File: config.mk
export PLATFORM = sky130hd
export DESIGN_NAME = mrv1_th_sched
export DESIGN_NICKNAME = d
export VERILOG_FILES = /design/src/rtl/mrv1_pkg.sv /design/src/rtl/mrv1_rr_arb.sv /design/src/rtl/mrv1_th_sched.sv
export SDC_FILE = /design/constraint.sdc
export NUM_CORES = 1
export LEC_CHECK = 0
export CAP_MARGIN = 5
export CORE_MARGIN = 5
export CORE_UTILIZATION = 60
export CTS_CLUSTER_SIZE = 12
export DETAILED_ROUTE_END_ITERATION = 6
export PLACE_DENSITY = 0.85
export SLEW_MARGIN = 20
export SYNTH_ARGS = -nofsm -noshare
export SYNTH_HDL_FRONTEND = slang
export SYNTH_HIERARCHICAL = 1
export SYNTH_SLANG_ARGS = --single-unit
File: constraint.sdc
create_clock -name clk_i -period 12.5 [get_ports clk_i]
set_input_delay 2.5 -clock clk_i [delete_from_list [all_inputs] [get_ports clk_i]]
set_output_delay 2.5 -clock clk_i [all_outputs]
set_load 0.005 [all_outputs]
File: src/rtl/mrv1_pkg.sv
// Shared types for the mrv1 core blocks: hardware-thread lifecycle state.
package mrv1_pkg;

  typedef enum logic [1:0] {
    TH_IDLE    = 2'd0,
    TH_ACTIVE  = 2'd1,
    TH_STALLED = 2'd2
  } mrv_th_state_e;

endpackage

File: src/rtl/mrv1_rr_arb.sv
// Combinational round-robin picker: first requester at or after ptr_i wins.
module mrv1_rr_arb #(
  parameter  int N_P   = 4,
  localparam int PTR_W = $clog2(N_P)
) (
  input  logic [N_P-1:0]   req_i,
  input  logic [PTR_W-1:0] ptr_i,
  output logic [N_P-1:0]   gnt_o,
  output logic             vld_o
);

  logic             found;
  logic [PTR_W-1:0] idx;

  // N_P is a power of two, so pointer arithmetic wraps for free.
  always_comb begin
    gnt_o = '0;
    found = 1'b0;
    idx   = '0;
    for (int i = 0; i < N_P; i++) begin
      idx = ptr_i + PTR_W'(i);
      if (!found && req_i[idx]) begin
        gnt_o[idx] = 1'b1;
        found      = 1'b1;
      end
    end
  end

  assign vld_o = |req_i;

endmodule

File: src/rtl/mrv1_th_sched.sv
// Hardware-thread scheduler: spawn/terminate/stall bookkeeping and round-robin fetch select.
// Define MRV1_TH_SCHED_STATS_EN to add saturating spawn-ack / spawn-fail counters.
module mrv1_th_sched
  import mrv1_pkg::*;
#(
  parameter  int                NUM_THREADS_P = 4,
  parameter  int                PC_WIDTH_P    = 32,
  parameter  logic [PC_WIDTH_P-1:0] RESET_PC_P = '0,
  localparam int                TID_WIDTH_LP  = $clog2(NUM_THREADS_P)
) (
  input  logic                    clk_i,
  input  logic                    rst_i,
  input  logic                    th_ctl_vld_i,
  input  logic [TID_WIDTH_LP-1:0] th_ctl_tid_i,
  input  logic                    th_ctl_tspawn_vld_i,
  input  logic [PC_WIDTH_P-1:0]   th_ctl_tspawn_pc_i,
  output logic                    th_ctl_spawn_ack_o,
  output logic                    th_ctl_spawn_fail_o,
  output logic [TID_WIDTH_LP-1:0] th_ctl_spawn_tid_o,
  input  logic                    stall_set_vld_i,
  input  logic [TID_WIDTH_LP-1:0] stall_set_tid_i,
  input  logic                    stall_clr_vld_i,
  input  logic [TID_WIDTH_LP-1:0] stall_clr_tid_i,
  input  logic                    fetch_rdy_i,
  output logic                    fetch_vld_o,
  output logic [TID_WIDTH_LP-1:0] fetch_tid_o,
  output logic                    fetch_redirect_o,
  output logic [PC_WIDTH_P-1:0]   fetch_pc_o,
  output logic [NUM_THREADS_P-1:0] active_mask_o,
`ifdef MRV1_TH_SCHED_STATS_EN
  output logic [31:0]             stat_spawn_cnt_o,
  output logic [31:0]             stat_fail_cnt_o,
`endif
  output logic                    halted_o
);

  localparam int N  = NUM_THREADS_P;
  localparam int TW = TID_WIDTH_LP;

  mrv_th_state_e         state_q [N];
  mrv_th_state_e         state_d [N];
  logic [N-1:0]          pend_q, pend_d;
  logic [PC_WIDTH_P-1:0] pc_q [N];
  logic [PC_WIDTH_P-1:0] pc_d [N];
  logic [TW-1:0]         rr_q, rr_d;
  logic                  ack_q, ack_d, fail_q, fail_d;
  logic [TW-1:0]         spawn_tid_q, spawn_tid_d;

  logic [N-1:0]  req, gnt;
  logic          gnt_vld, fire;
  logic [TW-1:0] gnt_tid;
  logic          idle_any;
  logic [TW-1:0] idle_tid;
  logic          spawn_req, term_req;

  always_comb begin
    req           = '0;
    active_mask_o = '0;
    for (int t = 0; t < N; t++) begin
      req[t]           = (state_q[t] == TH_ACTIVE);
      active_mask_o[t] = (state_q[t] != TH_IDLE);
    end
  end

  mrv1_rr_arb #(.N_P(N)) u_arb (
    .req_i (req),
    .ptr_i (rr_q),
    .gnt_o (gnt),
    .vld_o (gnt_vld)
  );

  always_comb begin
    gnt_tid = '0;
    for (int t = 0; t < N; t++)
      if (gnt[t]) gnt_tid = TW'(t);
  end

  // Spawn looks only at registered state, so a thread freed this cycle is not yet visible.
  always_comb begin
    idle_any = 1'b0;
    idle_tid = '0;
    for (int t = N-1; t >= 0; t--) begin
      if (state_q[t] == TH_IDLE) begin
        idle_any = 1'b1;
        idle_tid = TW'(t);
      end
    end
  end

  assign fire      = gnt_vld & fetch_rdy_i;
  assign spawn_req = th_ctl_vld_i & th_ctl_tspawn_vld_i;
  assign term_req  = th_ctl_vld_i & ~th_ctl_tspawn_vld_i;

  always_comb begin
    state_d     = state_q;
    pend_d      = pend_q;
    pc_d        = pc_q;
    rr_d        = rr_q;
    ack_d       = 1'b0;
    fail_d      = 1'b0;
    spawn_tid_d = spawn_tid_q;

    if (fire) begin
      rr_d          = gnt_tid + TW'(1);
      pend_d[gnt_tid] = 1'b0;
    end

    for (int t = 0; t < N; t++) begin
      logic s_set, s_clr;
      s_set = stall_set_vld_i && (stall_set_tid_i == TW'(t));
      s_clr = stall_clr_vld_i && (stall_clr_tid_i == TW'(t));
      case (state_q[t])
        TH_ACTIVE:  if (s_set && !s_clr) state_d[t] = TH_STALLED;
        TH_STALLED: if (s_clr && !s_set) state_d[t] = TH_ACTIVE;
        default: ;
      endcase
    end

    // Applied after stall handling so terminate wins on the same thread.
    if (term_req && state_q[th_ctl_tid_i] != TH_IDLE) begin
      state_d[th_ctl_tid_i] = TH_IDLE;
      pend_d[th_ctl_tid_i]  = 1'b0;
    end

    if (spawn_req) begin
      if (idle_any) begin
        state_d[idle_tid] = TH_ACTIVE;
        pend_d[idle_tid]  = 1'b1;
        pc_d[idle_tid]    = th_ctl_tspawn_pc_i;
        ack_d             = 1'b1;
        spawn_tid_d       = idle_tid;
      end else begin
        fail_d = 1'b1;
      end
    end
  end

  always_ff @(posedge clk_i or posedge rst_i) begin
    if (rst_i) begin
      for (int t = 0; t < N; t++) begin
        state_q[t] <= (t == 0) ? TH_ACTIVE : TH_IDLE;
        pc_q[t]    <= (t == 0) ? RESET_PC_P : '0;
      end
      pend_q      <= N'(1);
      rr_q        <= '0;
      ack_q       <= 1'b0;
      fail_q      <= 1'b0;
      spawn_tid_q <= '0;
    end else begin
      state_q     <= state_d;
      pc_q        <= pc_d;
      pend_q      <= pend_d;
      rr_q        <= rr_d;
      ack_q       <= ack_d;
      fail_q      <= fail_d;
      spawn_tid_q <= spawn_tid_d;
    end
  end

  assign th_ctl_spawn_ack_o  = ack_q;
  assign th_ctl_spawn_fail_o = fail_q;
  assign th_ctl_spawn_tid_o  = spawn_tid_q;
  assign fetch_vld_o         = gnt_vld;
  assign fetch_tid_o         = gnt_tid;
  assign fetch_redirect_o    = pend_q[gnt_tid];
  assign fetch_pc_o          = pc_q[gnt_tid];
  assign halted_o            = ~|active_mask_o;

`ifdef MRV1_TH_SCHED_STATS_EN
  logic [31:0] spawn_cnt_q, fail_cnt_q;

  always_ff @(posedge clk_i or posedge rst_i) begin
    if (rst_i) begin
      spawn_cnt_q <= '0;
      fail_cnt_q  <= '0;
    end else begin
      if (ack_q && spawn_cnt_q != '1) spawn_cnt_q <= spawn_cnt_q + 32'd1;
      if (fail_q && fail_cnt_q != '1) fail_cnt_q  <= fail_cnt_q + 32'd1;
    end
  end

  assign stat_spawn_cnt_o = spawn_cnt_q;
  assign stat_fail_cnt_o  = fail_cnt_q;
`endif

endmodule
==> tab_implementation.tex <==
\begin{tabular}{lr}
\hline
Metric & Value \\
\hline
\multicolumn{2}{l}{\textbf{STA}} \\
Slew of the pin with the lowest slew margin & 0.973 ns \\
Fin Hold WS & 0.491 ns \\
Max Freq & 0.144 GHz \\
Hold violation total from the final report & 0 \\
Final-report setup violation count & 0 \\
Time the worst path needs with I/O delays and setup & 6.95 ns \\
Setup repair after global routing missed its margin & false \\
Part of the cycle the worst path needs & 55.6\% \\
Worst rel slew slack & 35.0\% \\
Pins Over Slew Limit & 0 \\
Worst clock skew & 0.00597 ns \\
Sum of negative setup slack & 0 ns \\
\multicolumn{2}{l}{\textbf{Floorplanning}} \\
Starting Density & 61.9\% \\
Row cnt & 40 \\
Core area & 12,100 µm² \\
Number of top-level design ports & 90 \\
Die span in y & 122 µm \\
Floorplan die area & 14,800 µm² \\
Horizontal extent of the die & 122 µm \\
\multicolumn{2}{l}{\textbf{Placed design}} \\
Number of instances in the placed design & 864 \\
GPL Wtd Cong & 0.812 \\
DPL Wire Length & 10,500 µm \\
Number of buffers added on ports & 89 \\
\multicolumn{2}{l}{\textbf{Worst setup path}} \\
Category of the worst setup path capture point & output port \\
Depth of the worst register-to-register path & 12 \\
Data required time of the worst path & 10.00 ns \\
Maximum fanout along the worst path & 28 \\
Arr. time, crit path & 4.45 ns \\
Path type of the worst setup path & reg -> out \\
Worst R2R Setup Slack & 8.76 ns \\
Category of the worst setup path launch point & register \\
\multicolumn{2}{l}{\textbf{Final layout}} \\
Final core utilization & 74.6\% \\
Share of cells above drive strength 1 & 24.6\% \\
Layout Cells excl Fill & 896 \\
Area taken by flip-flops and latches & 3660 µm² \\
Area used by multi-input combinational logic & 3520 µm² \\
Layout fillers & 840 \\
Area added between synthesis and finish & 20.6\% \\
Count of nets after finishing & 782 \\
Antenna diode instance count & 0 \\
\multicolumn{2}{l}{\textbf{CTS}} \\
Clk\_lat worst skew & 0.43 ns \\
Clock-pin slew reported for the worst setup and hold paths after clock tree synthesis & 0.06 ns \\
Setup Buffers After CTS & 0 \\
TritonCTS Sinks & 146 \\
Maximum clock insertion buffer count & 2 \\
Total clock buffers created by CTS & 17 \\
Hold-fix buffer count after cts & 0 \\
Number of levels in the clock H-tree & 4 \\
TritonCTS clock tree & yes \\
Post\_cts resized & 0 \\
Root cell of the clock tree & sky130\_fd\_sc\_hd\_\_clkbuf\_16 \\
\multicolumn{2}{l}{\textbf{Route}} \\
Wire length per cell & 18.5 µm \\
Post-route DRC violation count & 0 \\
DR iter-0 viols & 497 \\
Routed via count & 5,173 \\
Via density per instance & 5.77 \\
Antenna Nets Post-Route & 0 \\
Router iterations before antenna repair & 4 \\
Routed wire length & 16,600 µm \\
\multicolumn{2}{l}{\textbf{Global routing}} \\
Vias in the first global route & 5,451 \\
Sum of overflow across all layers after global routing & 0 \\
GRT Overall Usage & 23.3\% \\
Number of antenna violations at the first check in global routing & 0 \\
Pin count of the biggest net entering global routing & 81 \\
First-pass GRT wire length & 27,000 µm \\
\multicolumn{2}{l}{\textbf{Run}} \\
Max-capacitance violation count & 0 \\
\multicolumn{2}{l}{\textbf{Synth}} \\
Netlist area before placement & 7490 µm² \\
Post-Syn Instances & 635 \\
Net count after synthesis & 702 \\
Syn. warnings & 6 \\
Average footprint of a synthesized cell & 11.8 µm² \\
\multicolumn{2}{l}{\textbf{Pwr}} \\
Leakage & 4.02 nW \\
Part of the total power dissipated in sequential elements & 25.6\% \\
Power per standard cell area & 354 nW/µm² \\
Switching power & 0.00121 W \\
Relative contribution of the clock network to total power & 16.2\% \\
Internal power contribution & 0.00199 W \\
Switching fraction of total power & 37.9\% \\
Proportion of power drawn by combinational gates & 58.3\% \\
IR Drop Worst-Case VDD & 0.229 mV \\
\multicolumn{2}{l}{\textbf{Worst hold path}} \\
Kind of path behind the tightest hold check & reg -> reg \\
Hold Crit Depth & 2 \\
\multicolumn{2}{l}{\textbf{Run status}} \\
Result of the run & finished, final reports clean \\
\hline
\end{tabular}
-- sequential cells by signal (all words and copies together), names as in the netlist --
name / count
rr_q: 2
state_q: 8
th_ctl_spawn_fail_o: 1
th_ctl_spawn_ack_o: 1
pend_q: 4
th_ctl_spawn_tid_o: 2
pc_q: 128
-- layout make-up --
cell class              count  area share, %
multi-input cells         427           39.0
clock inverters            13           1.77
inverters                  29           1.26
well taps                 168           2.33
clock buffers              19           4.90
repair buffers             94           10.3
flip-flops and latches    146           40.5
-- through the flow --
step	setup WS, ns	area (µm²)	power (W)
floorplan	6.08	7490	0.00191
global placement	6.14	8430	0.00260
detailed placement	6.01	8430	0.00267
CTS	5.52	9030	0.00321
global route	5.25	9030	0.00343
finish	5.55	9030	0.00320
-- power by group through the flow --
stage          Sequential, W  Clock, W  Combinational [W]
6_report            0.000818  0.000517            0.00186
5_1_grt             0.000839  0.000544            0.00204
4_1_cts             0.000815  0.000520            0.00188
3_5_place_dp        0.000818         0            0.00185
3_3_place_gp        0.000795         0            0.00181
2_1_floorplan       0.000781         0            0.00113
-- path summary, 6_finish.rpt --
check	endpoint	startpoint
max reg2reg	rr_q[1]	rr_q[0]
min	pend_q[0]	pend_q[0]
min in group asynchronous	pc_q[25]	rst_i
max	fetch_pc_o[30]	rr_q[0]
max in group asynchronous	pc_q[62]	rst_i
min reg2reg	pend_q[0]	pend_q[0]
-- critical path, stage by stage (launching register included) --
cell and delay, ns:
sky130_fd_sc_hd__dfrtp_1 0.56, sky130_fd_sc_hd__inv_1 0.14, sky130_fd_sc_hd__ha_1 0.35, sky130_fd_sc_hd__mux4_2 0.37
sky130_fd_sc_hd__nor2_1 0.12, sky130_fd_sc_hd__nand2_1 0.09, sky130_fd_sc_hd__o211ai_1 0.61, sky130_fd_sc_hd__buf_4 0.57
sky130_fd_sc_hd__mux2i_1 0.15, sky130_fd_sc_hd__nor2_1 0.10, sky130_fd_sc_hd__a21oi_1 0.05, sky130_fd_sc_hd__o21ai_0 0.31
sky130_fd_sc_hd__clkdlybuf4s50_1 0.56
-- cell usage in the layout (no fill, tap or decap), drive strengths merged, types with 3 or more instances in the layout --
master / count
nand3: 11
a211oi: 3
o21ai: 50
nand2: 48
nor2: 42
o211ai: 4
nor3: 3
buf: 5
inv: 30
bufinv: 3
and3b: 3
nand4: 3
ha: 22
clkinvlp: 5
clkdlybuf4s50: 89
clkinv: 4
mux2: 129
mux4: 4
a21o: 3
mux2i: 33
dfrtp: 144
a21oi: 41
clkbuf: 19
-- per-layer routing --
metal	routed length, µm	track usage (%)	up-vias
met4	404	9.80	0
met5	0	0	-
met2	8200	38.1	163
li1	-	-	2403
met3	877	5.01	31
met1	7140	30.2	2576
(Power assumes the default switching activity.)
